--- src/rtl/rob_ss.sv ---
// Superscalar reorder buffer.
// Allocates up to SS in-order entries per cycle, marks entries done from the
// CDB writeback ports, and retires up to SS done entries per cycle in program
// order. A flush (or reset) empties the buffer in one cycle.
module rob_ss #(
  parameter int SS        = 2,
  parameter int ROB_DEPTH = 16,
  parameter int CDB_PORTS = 2,
  parameter int PREG_W    = 6,
  parameter int AREG_W    = 5,
  localparam int IDW      = $clog2(ROB_DEPTH)
) (
  input  logic                    clk,
  input  logic                    rst,
  input  logic [SS-1:0]           disp_valid,
  input  logic [SS-1:0]           disp_rd_we,
  input  logic [SS*AREG_W-1:0]    disp_rd_arch,
  input  logic [SS*PREG_W-1:0]    disp_pd,
  input  logic [SS*PREG_W-1:0]    disp_old_pd,
  output logic                    disp_ready,
  output logic [SS*IDW-1:0]       rob_id_next,
  input  logic [CDB_PORTS-1:0]    cdb_valid,
  input  logic [CDB_PORTS*IDW-1:0] cdb_rob_id,
  input  logic                    flush,
  output logic [SS-1:0]           commit_valid,
  output logic [SS*IDW-1:0]       commit_rob_id,
  output logic [SS-1:0]           commit_rd_we,
  output logic [SS*AREG_W-1:0]    commit_rd_arch,
  output logic [SS*PREG_W-1:0]    commit_pd,
  output logic [SS*PREG_W-1:0]    commit_old_pd,
  output logic                    empty,
  output logic [IDW:0]            count
);

  // Pointers carry one extra wrap bit so full and empty are distinguishable.
  logic [IDW:0]           head_q, tail_q, head_d, tail_d;
  logic [ROB_DEPTH-1:0]   valid_q, done_q, valid_d, done_d;

  // Payload storage: written on allocation, never reset.
  logic [ROB_DEPTH-1:0]   rd_we_q;
  logic [AREG_W-1:0]      rd_arch_q [ROB_DEPTH];
  logic [PREG_W-1:0]      pd_q      [ROB_DEPTH];
  logic [PREG_W-1:0]      old_pd_q  [ROB_DEPTH];

  logic [IDW+1:0]         free_w;
  logic                   alloc_en;

  // Slot index of pointer plus lane offset, modulo the buffer depth.
  function automatic logic [IDW-1:0] slot(input logic [IDW:0] base, input int off);
    logic [IDW:0] s;
    s = base + (IDW+1)'(off);
    return s[IDW-1:0];
  endfunction

  // Number of active lanes; lanes are contiguous from lane 0.
  function automatic logic [IDW:0] lanes(input logic [SS-1:0] v);
    logic [IDW:0] n;
    n = '0;
    for (int i = 0; i < SS; i++) n = n + (IDW+1)'(v[i]);
    return n;
  endfunction

  assign count      = tail_q - head_q;
  assign empty      = (count == '0);
  assign free_w     = (IDW+2)'(ROB_DEPTH) - {1'b0, count};
  assign disp_ready = (free_w >= (IDW+2)'(SS));
  assign alloc_en   = disp_ready && !flush && !rst;

  // Next allocation IDs are taken straight from the registered tail.
  always_comb begin
    rob_id_next = '0;
    for (int i = 0; i < SS; i++) rob_id_next[i*IDW +: IDW] = slot(tail_q, i);
  end

  // In-order retirement: lane i retires only if every older lane also retires.
  always_comb begin
    logic ok;
    ok             = 1'b1;
    commit_valid   = '0;
    commit_rob_id  = '0;
    commit_rd_we   = '0;
    commit_rd_arch = '0;
    commit_pd      = '0;
    commit_old_pd  = '0;
    for (int i = 0; i < SS; i++) begin
      ok = ok && valid_q[slot(head_q, i)] && done_q[slot(head_q, i)];
      commit_valid[i]                   = ok && !flush && !rst;
      commit_rob_id[i*IDW +: IDW]       = slot(head_q, i);
      commit_rd_we[i]                   = rd_we_q[slot(head_q, i)];
      commit_rd_arch[i*AREG_W +: AREG_W] = rd_arch_q[slot(head_q, i)];
      commit_pd[i*PREG_W +: PREG_W]     = pd_q[slot(head_q, i)];
      commit_old_pd[i*PREG_W +: PREG_W] = old_pd_q[slot(head_q, i)];
    end
  end

  // Next state: completion first, then allocation, then retirement clears.
  always_comb begin
    valid_d = valid_q;
    done_d  = done_q;
    head_d  = head_q;
    tail_d  = tail_q;
    for (int p = 0; p < CDB_PORTS; p++) begin
      if (cdb_valid[p] && valid_q[cdb_rob_id[p*IDW +: IDW]])
        done_d[cdb_rob_id[p*IDW +: IDW]] = 1'b1;
    end
    if (alloc_en) begin
      for (int i = 0; i < SS; i++) begin
        if (disp_valid[i]) begin
          valid_d[slot(tail_q, i)] = 1'b1;
          done_d[slot(tail_q, i)]  = 1'b0;
        end
      end
      tail_d = tail_q + lanes(disp_valid);
    end
    for (int i = 0; i < SS; i++) begin
      if (commit_valid[i]) begin
        valid_d[slot(head_q, i)] = 1'b0;
        done_d[slot(head_q, i)]  = 1'b0;
      end
    end
    head_d = head_q + lanes(commit_valid);
  end

  // Control state: reset and flush both return to the empty buffer.
  always_ff @(posedge clk) begin
    if (rst || flush) begin
      head_q  <= '0;
      tail_q  <= '0;
      valid_q <= '0;
      done_q  <= '0;
    end else begin
      head_q  <= head_d;
      tail_q  <= tail_d;
      valid_q <= valid_d;
      done_q  <= done_d;
    end
  end

  // Payload capture for newly allocated entries.
  always_ff @(posedge clk) begin
    if (alloc_en) begin
      for (int i = 0; i < SS; i++) begin
        if (disp_valid[i]) begin
          rd_we_q[slot(tail_q, i)]   <= disp_rd_we[i];
          rd_arch_q[slot(tail_q, i)] <= disp_rd_arch[i*AREG_W +: AREG_W];
          pd_q[slot(tail_q, i)]      <= disp_pd[i*PREG_W +: PREG_W];
          old_pd_q[slot(tail_q, i)]  <= disp_old_pd[i*PREG_W +: PREG_W];
        end
      end
    end
  end

endmodule

--- config.mk ---
export PLATFORM = sky130hd
export DESIGN_NAME = rob_ss
export DESIGN_NICKNAME = d
export VERILOG_FILES = /design/src/rtl/rob_ss.sv
export SDC_FILE = /design/constraint.sdc
export NUM_CORES = 1
export LEC_CHECK = 0
export ABC_CLOCK_PERIOD_IN_PS = 12550
export BUFFER_PORTS_ARGS = -buffer_cell sky130_fd_sc_hd__buf_4
export CAP_MARGIN = 20
export CELL_PAD_IN_SITES_DETAIL_PLACEMENT = 1
export CELL_PAD_IN_SITES_GLOBAL_PLACEMENT = 1
export CORE_AREA = 2 2 248 152
export DETAILED_ROUTE_END_ITERATION = 16
export DIE_AREA = 0 0 250 154
export GPL_ROUTABILITY_DRIVEN = 0
export PLACE_DENSITY = 0.95
export SLEW_MARGIN = 0
export SYNTH_ARGS = -nofsm -noshare
export SYNTH_HDL_FRONTEND = slang
export SYNTH_SLANG_ARGS = --single-unit
--- constraint.sdc ---
create_clock -name clk -period 12.55 [get_ports clk]
set_input_delay 2.51 -clock clk [delete_from_list [all_inputs] [get_ports clk]]
set_output_delay 2.51 -clock clk [all_outputs]
set_load 0.05 [all_outputs]
======== Word-level counts from Yosys, hierarchy flattened ========
Memories as Yosys holds them, arrays and structs flattened. A register that Yosys moved wholly into a read port is not among the register bits.
Cells that the tools add are included.
word-level totals
  register bits after elaboration ......... 58
  latch bits .............................. 0
  RAM bits ................................ 272
  memory bits (read-only) ................. 0
  bits of input ports ..................... 51
  output and inout port bits .............. 61
  word-level logic and storage cells ...... 120
  memories kept ........................... 3
memories
  name       depth  bits a word  read ports  clocked after memory_dff  wr ports  RTL line  RTL
  old_pd_q   16     6            2           1                         2         43        logic [PREG_W-1:0] old_pd_q [ROB_DEPTH];
  pd_q       16     6            2           1                         2         42        logic [PREG_W-1:0] pd_q [ROB_DEPTH];
  rd_arch_q  16     5            2           1                         2         41        logic [AREG_W-1:0] rd_arch_q [ROB_DEPTH];
cells by class
  $add $sub $neg .......................... 8
  $mul .................................... 0
  divide/modulo/power cells ............... 0
  magnitude comparators ................... 13
  equality and inequality tests ........... 0
  shift-type cells ........................ 0
  mux-type cells .......................... 56
  bitwise logic cells ..................... 14
  reduce and logical (&&, ||, !) cells .... 21
operators with widths
  cell                                                 number
  2-to-1 mux 16 bit                                    17
  AND 16 bit                                           6
  NOT 16 bit                                           4
  OR 16 bit                                            4
  binary-select mux 1 bit (select 4 bit)               8
  bitwise mux 16 bit                                   2
  < comparator 4 x 5 -> 1 bit, second input constant   6
  demux 1 bit (select 4 bit)                           6
  >= comparator 4 x 1 -> 1 bit, second input constant  6
  2-to-1 mux 1 bit                                     20
  logical AND 1 bit                                    17
  2-to-1 mux 4 bit                                     3
  adder 5 x 2 -> 5 bit                                 2
  adder 4 x 1 -> 4 bit, second input constant          2
  >= comparator 6 x 2 -> 1 bit, second input constant  1
  subtractor 5 x 5 -> 6 bit, first input constant      1
  zero test 5 bit                                      1
  subtractor 5 bit                                     1
  adder 1 x 1 -> 2 bit                                 2
  zero test 1 bit                                      2
  logical OR 1 bit                                     1

======== Longest topological paths before layout ========
Gate-level depths: netlist (run 1).
  word-level depth ........................ 18
  mapped depth ............................ 18
  mapped depth without buffers ............ 13

======== Worst setup path before layout (run 1) ========
Ideal clock, no wire load.
  path type ............................... flip-flop to output port
  start ................................... register head_q[1]
  end ..................................... output port commit_old_pd[11]
  arrival ................................. 4549 ps
  required time ........................... 10040 ps
  setup slack ............................. 5491 ps
  stages on the path, launching flop included .. 12
  buffers on the path ..................... 7
  cells stage by stage .................... dfxtp_1 > buf_2 > buf_2 > clkbuf_1 > buf_2 > inv_1 > ha_1 > clkbuf_1 > buf_1 > clkbuf_1 > mux4_2 > mux4_2
between the ends
  word-level cells in the longest chain between the ends .. 2
RTL lines
  item                        RTL line  RTL
  start: declaration          36        logic [IDW:0] head_q, tail_q, head_d, tail_d;
  start signal: assignment    127       head_q <= '0;
  start signal: assignment    132       head_q <= head_d;
  adder 4 x 1 -> 4 bit        n/a
  named net commit_rob_id[5]  26        output logic [SS*IDW-1:0] commit_rob_id,
  memory read (16 x 6 bit)    n/a
  end: declaration            30        output logic [SS*PREG_W-1:0] commit_old_pd,
The timed path passes the listed nets, and every way through them passes these cells.

======== Worst setup path in the final report (run 1) ========
  start ................................... register head_q[0]
  end ..................................... output port commit_valid[1]
between the ends
  word-level cells in the longest chain between the ends .. 7
  elaborated cells between the ends (all ways) .. 14
  classes of those cells .................. add/sub (1); mux (8); reduce/logical (5)
RTL lines
  item                                                                                   RTL line  RTL
  adder 4 x 1 -> 4 bit / binary-select mux 1 bit (select 4 bit) (equally long branches)  51, 86
  binary-select mux 1 bit (select 4 bit) / 2-to-1 mux 1 bit (equally long branches)      86        ok = ok && valid_q[slot(head_q, i)] && done_q[slot(head_q, i)];
  2-to-1 mux 1 bit (implied by the code) / logical AND 1 bit (equally long branches)     86
  logical AND 1 bit                                                                      86
  logical AND 1 bit (*)                                                                  86
  logical AND 1 bit (*) (2 in a row)                                                     87        commit_valid[i] = ok && !flush && !rst;
  end: declaration                                                                       25        output logic [SS-1:0] commit_valid,
Mark *: on every way between the ends. The rest lies on a longest branch, timed or not. The select of a mux whose other input is x is not followed.

==> results.json, run 1 <==
{
  "gr-total-overflow": 0,
  "synth_edf_count": 288,
  "syn_area_sq_um": 20400,
  "grt_max_degree": 73,
  "synth-main-ff-cell": "edfxtp_1",
  "max_freq_mhz": 134,
  "synth.distinct_cells": 66,
  "post_cts_buffers": 0,
  "synth_nets": 1441,
  "clock_path_buffers": 3,
  "async_flop_share": 0,
  "cts-root-buf": "clkbuf_16",
  "cts.htree.levels": 2,
  "crit_family": "buffers and inverters",
  "vias_per_cell": 7.63,
  "p_per_area_nw_per_um2": 114,
  "critical-path-max-stage-delay_ns": 0.95,
  "post-dp-hpwl_um": 43700,
  "hold_buffers": 0,
  "path_cells": "inv_1, ha_4, buf_4, nand3_1, o211ai_1, o21ai_0, a32o_1, a311oi_1, buf_4",
  "final_layout_size_suffix_gt1_frac": 0.485,
  "dieArea_sq_um": 38500,
  "totalWireLength_um": 71600,
  "die_width_um": 250,
  "drc": 0,
  "max_cap_violations": 0,
  "multi_input_comb_area_sq_um": 10200,
  "grtUsageTotal": 0.371,
  "grt_pass1_vias": 15200,
  "ys_seq_area_frac": 0.464,
  "min_period_ns": 7.49,
  "clock-sinks": 330,
  "synthCells": 1366,
  "vias": 14600,
  "slew_headroom": 0.197,
  "worstSetupPathType": "reg2out",
  "wl_per_cell_um": 37.3,
  "endpoint_kind": "output pin",
  "pin_count": 112,
  "grt_pass1_wl_um": 104000,
  "path_common_cell": "buf_4",
  "cts_buffers": 34,
  "yosysTopAreaCell": "edfxtp_1",
  "first_pass_iters": 5,
  "final_max_slew_viol_count": 0,
  "synth_top_area_share": 0.423,
  "cts_resized": 0,
  "power_mw": 2.59,
  "yosys_warnings": 0,
  "cp.required_ns": 10.04,
  "seqCellArea_sq_um": 9500,
  "setup-violations-final": 0,
  "portBuffers": 111,
  "path_max_fanout": 60,
  "std_cell_rows": 54,
  "outcome": "finished clean",
  "startpoint_type": "register",
  "peakVddDrop_uv": 69.5,
  "ys_top_cells_by_count": "edfxtp_1, mux2_2, mux4_2",
  "cp_slowest_cell": "dfxtp_4",
  "hold_viol": 0,
  "synth.area.top_cells": "edfxtp_1, mux4_2, mux2_2",
  "area_growth_syn_to_layout_pct": 11.6,
  "core_area_sq_um": 36100,
  "initial_utilization": 0.566,
  "tightest_slew_ns": 1.20,
  "avgSynthCellArea_sq_um": 15.0,
  "fillCellCount": 3279,
  "nets": 1493,
  "leakagePower_nw": 7.65,
  "path_clk_slew_ns": 0.06,
  "cts_tree": "built",
  "cp_data_arrival_time_ns": 4.98,
  "antenna_found_initial": 3,
  "die_height_um": 154,
  "ys_seq_elements": 330,
  "ant_nets": 0,
  "rsz0062_at_grt": "false",
  "synth.most_common_cell": "edfxtp_1",
  "insertion_delay_ns": 0.54,
  "fin_skew_ns": 0.00989,
  "hold_path_class": "reg2reg",
  "critPathBufInv": 3,
  "first_iter_violations": 2171,
  "setup_tns_ns": 0,
  "min_period_over_period": 0.597
}
[state kept, by name, summed over array words and instances, names as in the netlist]
register,count
pd_q,96
tail_q,5
valid_q,16
rd_we_q,16
head_q,5
done_q,16
old_pd_q,96
rd_arch_q,80
[stage by stage]
stage | util | hold slack [ns] | std cells | area [sq um] | setup WS, ns
after floorplan | - | 0.463 | 1366 | 20400 | 5.49
after global placement | 0.597 | 0.472 | 1854 | 21500 | 5.91
after detailed placement | 0.598 | 0.495 | 1855 | 21600 | 5.64
after CTS | 0.630 | 0.508 | 1913 | 22700 | 5.11
after global routing | 0.632 | 0.523 | 1918 | 22800 | 4.88
final | 0.632 | 0.507 | 1918 | 22800 | 5.06
[final cells by class]
cell class | count | area share
clock inverters | 12 | 0.00708
clock buffers | 46 | 0.0439
diodes | 2 | 0.000219
repair buffers | 155 | 0.0538
multi-input cells | 873 | 0.449
inverters | 24 | 0.00395
flip-flops and latches | 330 | 0.416
well taps | 476 | 0.0261
[routing by layer]
layer	wire (um)	global-route usage	share of wire
met4	3390	0.169	0.047
met2	33300	0.585	0.47
met1	26600	0.502	0.37
met3	8280	0.0753	0.12
met5	7	0	0.000098
[cell families (layout without fill, tap and decap cells)]
group / after synthesis / in the layout / share of synthesized area
AOI/OAI and AO/OA: 129 / 129 / 0.0462
xor gates and xnor gates: 13 / 13 / 0.00594
adders and majority gates: 24 / 24 / 0.0158
buffers and inverters: 163 / 237 / 0.0387
DFF: 330 / 330 / 0.464
muxes: 482 / 482 / 0.373
other: 0 / 2 / 0
and+or+nand+nor: 225 / 225 / 0.0563
[worst paths after layout]
| path | from | endpoint | slack, ns | cells past startpoint |
|---|---|---|---|---|
| max reg2reg | head_q[0]$_SDFF_PP0_ | head_q[4]$_SDFF_PP0_ | 7.09 | 14 |
| min | valid_q[10]$_SDFF_PP0_ | valid_q[10]$_SDFF_PP0_ | 0.51 | 1 |
| max | head_q[0]$_SDFF_PP0_ | commit_valid[1] | 5.06 | 9 |
| min reg2reg | valid_q[10]$_SDFF_PP0_ | valid_q[10]$_SDFF_PP0_ | 0.51 | 1 |
[cells in the final DEF (no fill, tap or decap), types with 13 or more instances in the layout]
master     count
mux2i_1       24
nand2_1       50
a311oi_1      14
mux2_2       229
ha_1          20
nor2b_1       13
mux4_2       184
o21ai_0       34
dfxtp_1       39
mux2_4        40
nor2_1        53
buf_4        151
nor3_1        13
nand3_1       28
clkbuf_16     38
edfxtp_1     288
inv_1         21
[power breakdown]
group / total, mW / leakage [nW] / switching [mW] / internal, mW
Clock: 1.11 / 0.563 / 0.465 / 0.642
Combinational: 0.262 / 4.15 / 0.163 / 0.0984
Sequential: 1.22 / 2.94 / 0.0120 / 1.21
Total: 2.59 / 7.65 / 0.640 / 1.95
Note: power is estimated with default switching activity, not from simulation.
==> inputs of run 2 (changes only) <==
==> config.mk (replaced) <==
export PLATFORM = sky130hd
export DESIGN_NAME = rob_ss
export DESIGN_NICKNAME = d
export VERILOG_FILES = /design/src/rtl/rob_ss.sv
export SDC_FILE = /design/constraint.sdc
export NUM_CORES = 1
export LEC_CHECK = 0
export ABC_AREA = 1
export ABC_CLOCK_PERIOD_IN_PS = 7700
export BUFFER_PORTS_ARGS = -buffer_cell sky130_fd_sc_hd__buf_4
export CAP_MARGIN = 20
export CELL_PAD_IN_SITES_DETAIL_PLACEMENT = 1
export CELL_PAD_IN_SITES_GLOBAL_PLACEMENT = 1
export CORE_AREA = 2 2 285 174
export DETAILED_ROUTE_END_ITERATION = 16
export DIE_AREA = 0 0 287 176
export GPL_ROUTABILITY_DRIVEN = 0
export PLACE_DENSITY = 0.89
export SLEW_MARGIN = 0
export SYNTH_ARGS = -nofsm -noshare
export SYNTH_HDL_FRONTEND = slang
export SYNTH_SLANG_ARGS = --single-unit
==> constraint.sdc (replaced) <==
create_clock -name clk -period 7.7 [get_ports clk]
set_input_delay 1.54 -clock clk [delete_from_list [all_inputs] [get_ports clk]]
set_output_delay 1.54 -clock clk [all_outputs]
set_load 0.05 [all_outputs]
==> results.json, run 2 <==
{
  "outcome": "finished clean",
  "path_max_fanout": 117,
  "path_clk_slew_ns": 0.07,
  "hold_start": "head_q[4]$_SDFF_PP0_",
  "cp_data_arrival_time_ns": 4.95,
  "tightest_slew_ns": 1.24,
  "vias": 22400,
  "fin_area_sq_um": 23600,
  "clock-sinks": 330,
  "die_height_um": 176,
  "p_clk_frac": 0.428,
  "portBuffers": 111,
  "cp_slowest_cell": "buf_4",
  "pin_count": 112,
  "leakagePower_nw": 8.66,
  "synth_edf_count": 288,
  "endpoint_kind": "output pin",
  "cts_tree": "built",
  "rsz0062_at_grt": "false",
  "synth_top_area_share": 0.396,
  "dieArea_sq_um": 50500,
  "power_frac_comb": 0.096,
  "synth.distinct_cells": 39,
  "area_growth_syn_to_layout_pct": 8.27,
  "grt_pass1_vias": 22300,
  "gr-total-overflow": 0,
  "fin_skew_ns": 0.0185,
  "hold_path_class": "reg2reg",
  "hold_buffers": 0,
  "setup_tns_ns": 0,
  "switching_power_mw": 1.11,
  "path_cells": "buf_4, buf_4, buf_4, o21ai_0, o21ai_0, a22oi_1, nand2_1, buf_4",
  "syn_area_sq_um": 21800,
  "final_max_slew_viol_count": 0,
  "reg2reg_to": "rd_arch_q[15][3]$_DFFE_PP_",
  "clock_path_buffers": 3,
  "final_layout_size_suffix_gt1_frac": 0.0800,
  "post-dp-hpwl_um": 57800,
  "fin_hold_ws_ns": 0.550,
  "final_cell_mix": "nand2_1, o21ai_0, edfxtp_1",
  "avgSynthCellArea_sq_um": 7.39,
  "insertedDiodeCount": 0,
  "std_cell_rows": 62,
  "setup-violations-final": 0,
  "min_period_ns": 6.49,
  "grt_max_degree": 119,
  "slew_headroom": 0.174,
  "async_flop_share": 0,
  "ant_nets": 0,
  "post_cts_buffers": 0,
  "hold_viol": 0,
  "die_width_um": 287,
  "max_freq_mhz": 154,
  "worstSetupPathType": "reg2out",
  "totalWireLength_um": 91200,
  "wl_per_cell_um": 25.7,
  "grtUsageTotal": 0.355,
  "switching_share": 0.265,
  "insertion_delay_ns": 0.56,
  "reg_top3": "old_pd_q x96, pd_q x96, rd_arch_q x80",
  "synthCells": 2954,
  "ys_seq_area_frac": 0.435,
  "cts-root-buf": "clkbuf_16",
  "r2r.worst_path.cells": 15,
  "max_cap_violations": 0,
  "grt_pass1_wl_um": 136000,
  "startpoint_type": "register",
  "critical-path-max-stage-delay_ns": 1.00,
  "path_common_cell": "buf_4",
  "cts_resized": 0,
  "place_area_sq_um": 22300,
  "internal_power_mw": 3.07,
  "ys_top_cells_by_count": "nand2_1, o21ai_0, edfxtp_1",
  "power_mw": 4.17,
  "utilization": 0.496,
  "initial_utilization": 0.458,
  "core_area_sq_um": 47600,
  "synth.area.top_cells": "edfxtp_1, o21ai_0, nand2_1",
  "fillCellCount": 5996,
  "rr_startpoint": "head_q[1]$_SDFF_PP0_",
  "antenna_found_initial": 1,
  "cp.required_ns": 6.16,
  "min_period_over_period": 0.843,
  "final_common_cell": "nand2_1",
  "first_pass_iters": 6,
  "first_iter_violations": 3128,
  "sequentialPowerShare": 0.476,
  "whs_path_depth": 2,
  "yosysTopAreaCell": "edfxtp_1",
  "drc": 0,
  "synth_nets": 3029,
  "vias_per_cell": 6.30,
  "ys_seq_elements": 330,
  "synth.most_common_cell": "nand2_1",
  "synth-main-ff-cell": "edfxtp_1",
  "cts.htree.levels": 2,
  "r2r_setup_slack_ns": 1.71,
  "nets": 2960,
  "yosys_warnings": 0,
  "p_per_area_nw_per_um2": 177,
  "peakVddDrop_uv": 135,
  "cts_buffers": 36,
  "hold_end": "head_q[4]$_SDFF_PP0_"
}
## run 2: cell count changes after synthesis, moves of 40 or more
cell	change
nand2_1	+625
mux2_2	-229
mux2_4	-40
nand3_1	+47
a21oi_1	+173
o21ai_1	+182
o21ai_0	+519
inv_1	+231
nor2_1	+224
mux4_2	-184
## run 2: cells by family after synthesis
group / after synthesis / share of synthesized area
XOR/XNOR: 4 / 0.00195
AND/OR/NAND/NOR: 1104 / 0.206
flip-flops: 330 / 0.435
adder cells (fa/ha/maj): 24 / 0.0148
AO/OA/AOI/OAI: 986 / 0.233
buffers and inverters: 506 / 0.109
## run 2: power groups by stage
stage / registers [mW] / clock network, mW / logic, mW
finish: 1.99 / 1.79 / 0.400
global route: 1.99 / 1.84 / 0.425
CTS: 1.98 / 1.78 / 0.389
detailed placement: 2.02 / 0 / 0.386
global placement: 2.02 / 0 / 0.367
floorplan: 2.02 / 0 / 0.260
## run 2: final cells by class
type | instances | area (sq um) | area share
well taps | 640 | 801 | 0.0339
clock inverters | 20 | 190 | 0.00805
repair buffers | 144 | 1230 | 0.0522
clock buffers | 45 | 956 | 0.0405
flip-flops and latches | 330 | 9500 | 0.402
inverters | 255 | 965 | 0.0408
multi-input cells | 2118 | 9990 | 0.423
## run 2: worst max path at each step
| stage | from | to | slack, ns | cells past startpoint |
|---|---|---|---|---|
| 2_1_floorplan | head_q[0]$_SDFF_PP0_ | commit_rd_we[1] | 2.57 | 14 |
| 3_3_place_gp | head_q[1]$_SDFF_PP0_ | rd_arch_q[15][3]$_DFFE_PP_ | 2.09 | 15 |
| 3_5_place_dp | head_q[1]$_SDFF_PP0_ | rd_arch_q[15][3]$_DFFE_PP_ | 1.92 | 15 |
| 4_1_cts | head_q[0]$_SDFF_PP0_ | commit_pd[6] | 1.38 | 8 |
| 5_1_grt | head_q[0]$_SDFF_PP0_ | commit_pd[6] | 1.02 | 8 |
| 6_report | head_q[0]$_SDFF_PP0_ | commit_pd[6] | 1.21 | 8 |
## run 2: per-layer routing
layer / wire [um] / up-vias / track usage
li1: - / 9811 / -
met1: 37400 / 10900 / 0.494
met2: 38100 / 1403 / 0.518
met3: 11900 / 272 / 0.108
met4: 3760 / 2 / 0.135
met5: 12 / - / 0
## run 2: per-stage QoR
| stage | cells | worst slack, ns |
|---|---|---|
| after CTS | 3546 | 1.38 |
| after global placement | 3479 | 2.09 |
| after floorplan | 2954 | 2.57 |
| final | 3552 | 1.21 |
| after global routing | 3552 | 1.02 |
| after detailed placement | 3481 | 1.92 |
## run 2: worst max-delay path, delay by kind of cell, from the launching register on
kind	cells	cell delay [ns]
compound gates	3	0.72
buf+inv	4	2.88
flops	1	0.40
simple gates	1	0.22
==> inputs of run 3 (changes only) <==
--- a/config.mk
+++ b/config.mk
@@ -6,7 +6,7 @@
 export NUM_CORES = 1
 export LEC_CHECK = 0
 export ABC_AREA = 1
-export ABC_CLOCK_PERIOD_IN_PS = 7700
+export ABC_CLOCK_PERIOD_IN_PS = 6500
 export BUFFER_PORTS_ARGS = -buffer_cell sky130_fd_sc_hd__buf_4
 export CAP_MARGIN = 20
 export CELL_PAD_IN_SITES_DETAIL_PLACEMENT = 1
==> constraint.sdc (replaced) <==
create_clock -name clk -period 6.5 [get_ports clk]
set_input_delay 1.3 -clock clk [delete_from_list [all_inputs] [get_ports clk]]
set_output_delay 1.3 -clock clk [all_outputs]
set_load 0.05 [all_outputs]
==> results.json, run 3 (synthesis results as in run 2) <==
{
  "vias": 22800,
  "pin_count": 112,
  "rsz0062_at_grt": "false",
  "max_freq_mhz": 173,
  "fin_hold_ws_ns": 0.545,
  "gr-total-overflow": 0,
  "cp_data_arrival_time_ns": 4.47,
  "leakagePower_nw": 8.68,
  "peakVddDrop_uv": 147,
  "nets": 2965,
  "max_cap_violations": 0,
  "die_height_um": 176,
  "outcome": "finished clean",
  "clock_path_buffers": 3,
  "path_max_fanout": 70,
  "r2r.worst_path.cells": 16,
  "p_per_area_nw_per_um2": 207,
  "std_cell_rows": 62,
  "critPathBufInv": 5,
  "cp_slowest_cell": "dfxtp_4",
  "fin_skew_ns": 0.0213,
  "portBuffers": 111,
  "min_period_over_period": 0.887,
  "ant_nets": 0,
  "crit_cells": 10,
  "setup_tns_ns": 0,
  "slew_headroom": 0.195,
  "final_layout_size_suffix_gt1_frac": 0.0816,
  "critical-path-max-stage-delay_ns": 0.73,
  "path_clk_slew_ns": 0.06,
  "insertion_delay_ns": 0.55,
  "post-dp-hpwl_um": 58700,
  "dieArea_sq_um": 50500,
  "totalWireLength_um": 91300,
  "cts_buffers": 36,
  "p_clk_frac": 0.421,
  "endpoint_kind": "output pin",
  "first_pass_iters": 6,
  "internal_power_mw": 3.59,
  "wl_per_cell_um": 25.7,
  "sequentialPowerShare": 0.481,
  "worstSetupPathType": "reg2out",
  "core_area_sq_um": 47600,
  "hold_buffers": 0,
  "tightest_slew_ns": 1.20,
  "whs_path_depth": 2,
  "r2r_setup_slack_ns": 1.53,
  "grt_pass1_wl_um": 136000,
  "final_cell_mix": "nand2_1, o21ai_0, edfxtp_1",
  "insertedDiodeCount": 0,
  "hold_end": "head_q[4]$_SDFF_PP0_",
  "rr_startpoint": "tail_q[0]$_SDFFE_PP0N_",
  "switching_share": 0.267,
  "switching_power_mw": 1.31,
  "antenna_found_initial": 1,
  "path_cells": "buf_4, ha_1, xnor2_2, inv_1, nor2_2, buf_4, inv_1, a21oi_1, a311o_1, buf_4",
  "grt_pass1_vias": 22600,
  "hold_start": "head_q[4]$_SDFF_PP0_",
  "die_width_um": 287,
  "drc": 0,
  "hold_path_class": "reg2reg",
  "crit_family": "buffers and inverters",
  "final_max_slew_viol_count": 0,
  "cts_resized": 0,
  "power_mw": 4.90,
  "vias_per_cell": 6.40,
  "initial_utilization": 0.458,
  "cp.required_ns": 5.20,
  "cts-root-buf": "clkbuf_16",
  "power_frac_comb": 0.098,
  "first_iter_violations": 3444,
  "hold_viol": 0,
  "cts_tree": "built",
  "grtUsageTotal": 0.352,
  "reg2reg_to": "pd_q[6][5]$_DFFE_PP_",
  "final_common_cell": "nand2_1",
  "min_period_ns": 5.77,
  "path_common_cell": "buf_4",
  "area_growth_syn_to_layout_pct": 8.28,
  "grt_max_degree": 133,
  "setup-violations-final": 0,
  "reg_top3": "old_pd_q x96, pd_q x96, rd_arch_q x80",
  "clock-sinks": 330,
  "cts.htree.levels": 2,
  "startpoint_type": "register",
  "post_cts_buffers": 0
}
## run 3: cell count changes in the layout (fill, tap and decap cells not counted)
cell        previous run  this run
buf_12                 1         2
inv_6                  4         3
clkinvlp_4             3         1
buf_16                 7         6
clkbuf_8               0         2
clkbuf_4               0         2
inv_8                  1         2
buf_4                136       141
clkbuf_1               8         7
bufinv_16              3         1
clkinv_1               6         8
## run 3: how the worst max path moves through the flow
| stage | to | from |
|---|---|---|
| 3_5_place_dp | commit_pd[8] | head_q[0]$_SDFF_PP0_ |
| 3_3_place_gp | commit_pd[8] | head_q[0]$_SDFF_PP0_ |
| 5_1_grt | commit_valid[1] | head_q[0]$_SDFF_PP0_ |
| 4_1_cts | commit_pd[8] | head_q[0]$_SDFF_PP0_ |
| 2_1_floorplan | commit_rd_we[1] | head_q[0]$_SDFF_PP0_ |
| 6_report | commit_pd[8] | head_q[0]$_SDFF_PP0_ |
## run 3: worst register-to-register path: cells and delay by family, from the launching register on
| kind | cells | cell delay [ns] |
|---|---|---|
| buffers and inverters | 2 | 0.27 |
| and+or+nand+nor | 9 | 2.75 |
| DFF | 1 | 0.51 |
| AOI/OAI and AO/OA | 2 | 0.26 |
| adders and majority gates | 3 | 0.97 |
## run 3: routing by layer
layer / vias up / global-route usage / share of wire / routed length [um]
li1: 9821 / - / - / -
met1: 11200 / 0.478 / 0.39 / 36100
met2: 1519 / 0.518 / 0.43 / 39700
met3: 271 / 0.111 / 0.13 / 12100
met4: 0 / 0.151 / 0.038 / 3450
met5: - / 0.00288 / 0 / 0
## run 3: cell type report
cell class / instances / area (sq um)
sequential: 330 / 9500
clock inverter: 18 / 125
multi-input combinational: 2118 / 9990
clock buffer: 48 / 995
tap: 640 / 801
inverter: 255 / 965
timing repair buffer: 149 / 1260
fill: 5943 / 24000
## run 3: through the flow
stage | setup WS (ns) | utilization | area (sq um) | cells
4_1_cts | 0.945 | 0.493 | 23500 | 3552
6_report | 0.734 | 0.496 | 23600 | 3558
5_1_grt | 0.680 | 0.496 | 23600 | 3558
3_3_place_gp | 1.59 | 0.468 | 22300 | 3484
2_1_floorplan | 1.61 | - | 21800 | 2954
3_5_place_dp | 1.52 | 0.470 | 22400 | 3486
## run 3: power groups by stage
stage	clock, mW	combinational, mW	sequential [mW]
2_1_floorplan	0	0.308	2.39
3_3_place_gp	0	0.436	2.39
3_5_place_dp	0	0.460	2.40
4_1_cts	2.05	0.464	2.35
5_1_grt	2.12	0.510	2.35
6_report	2.06	0.482	2.35
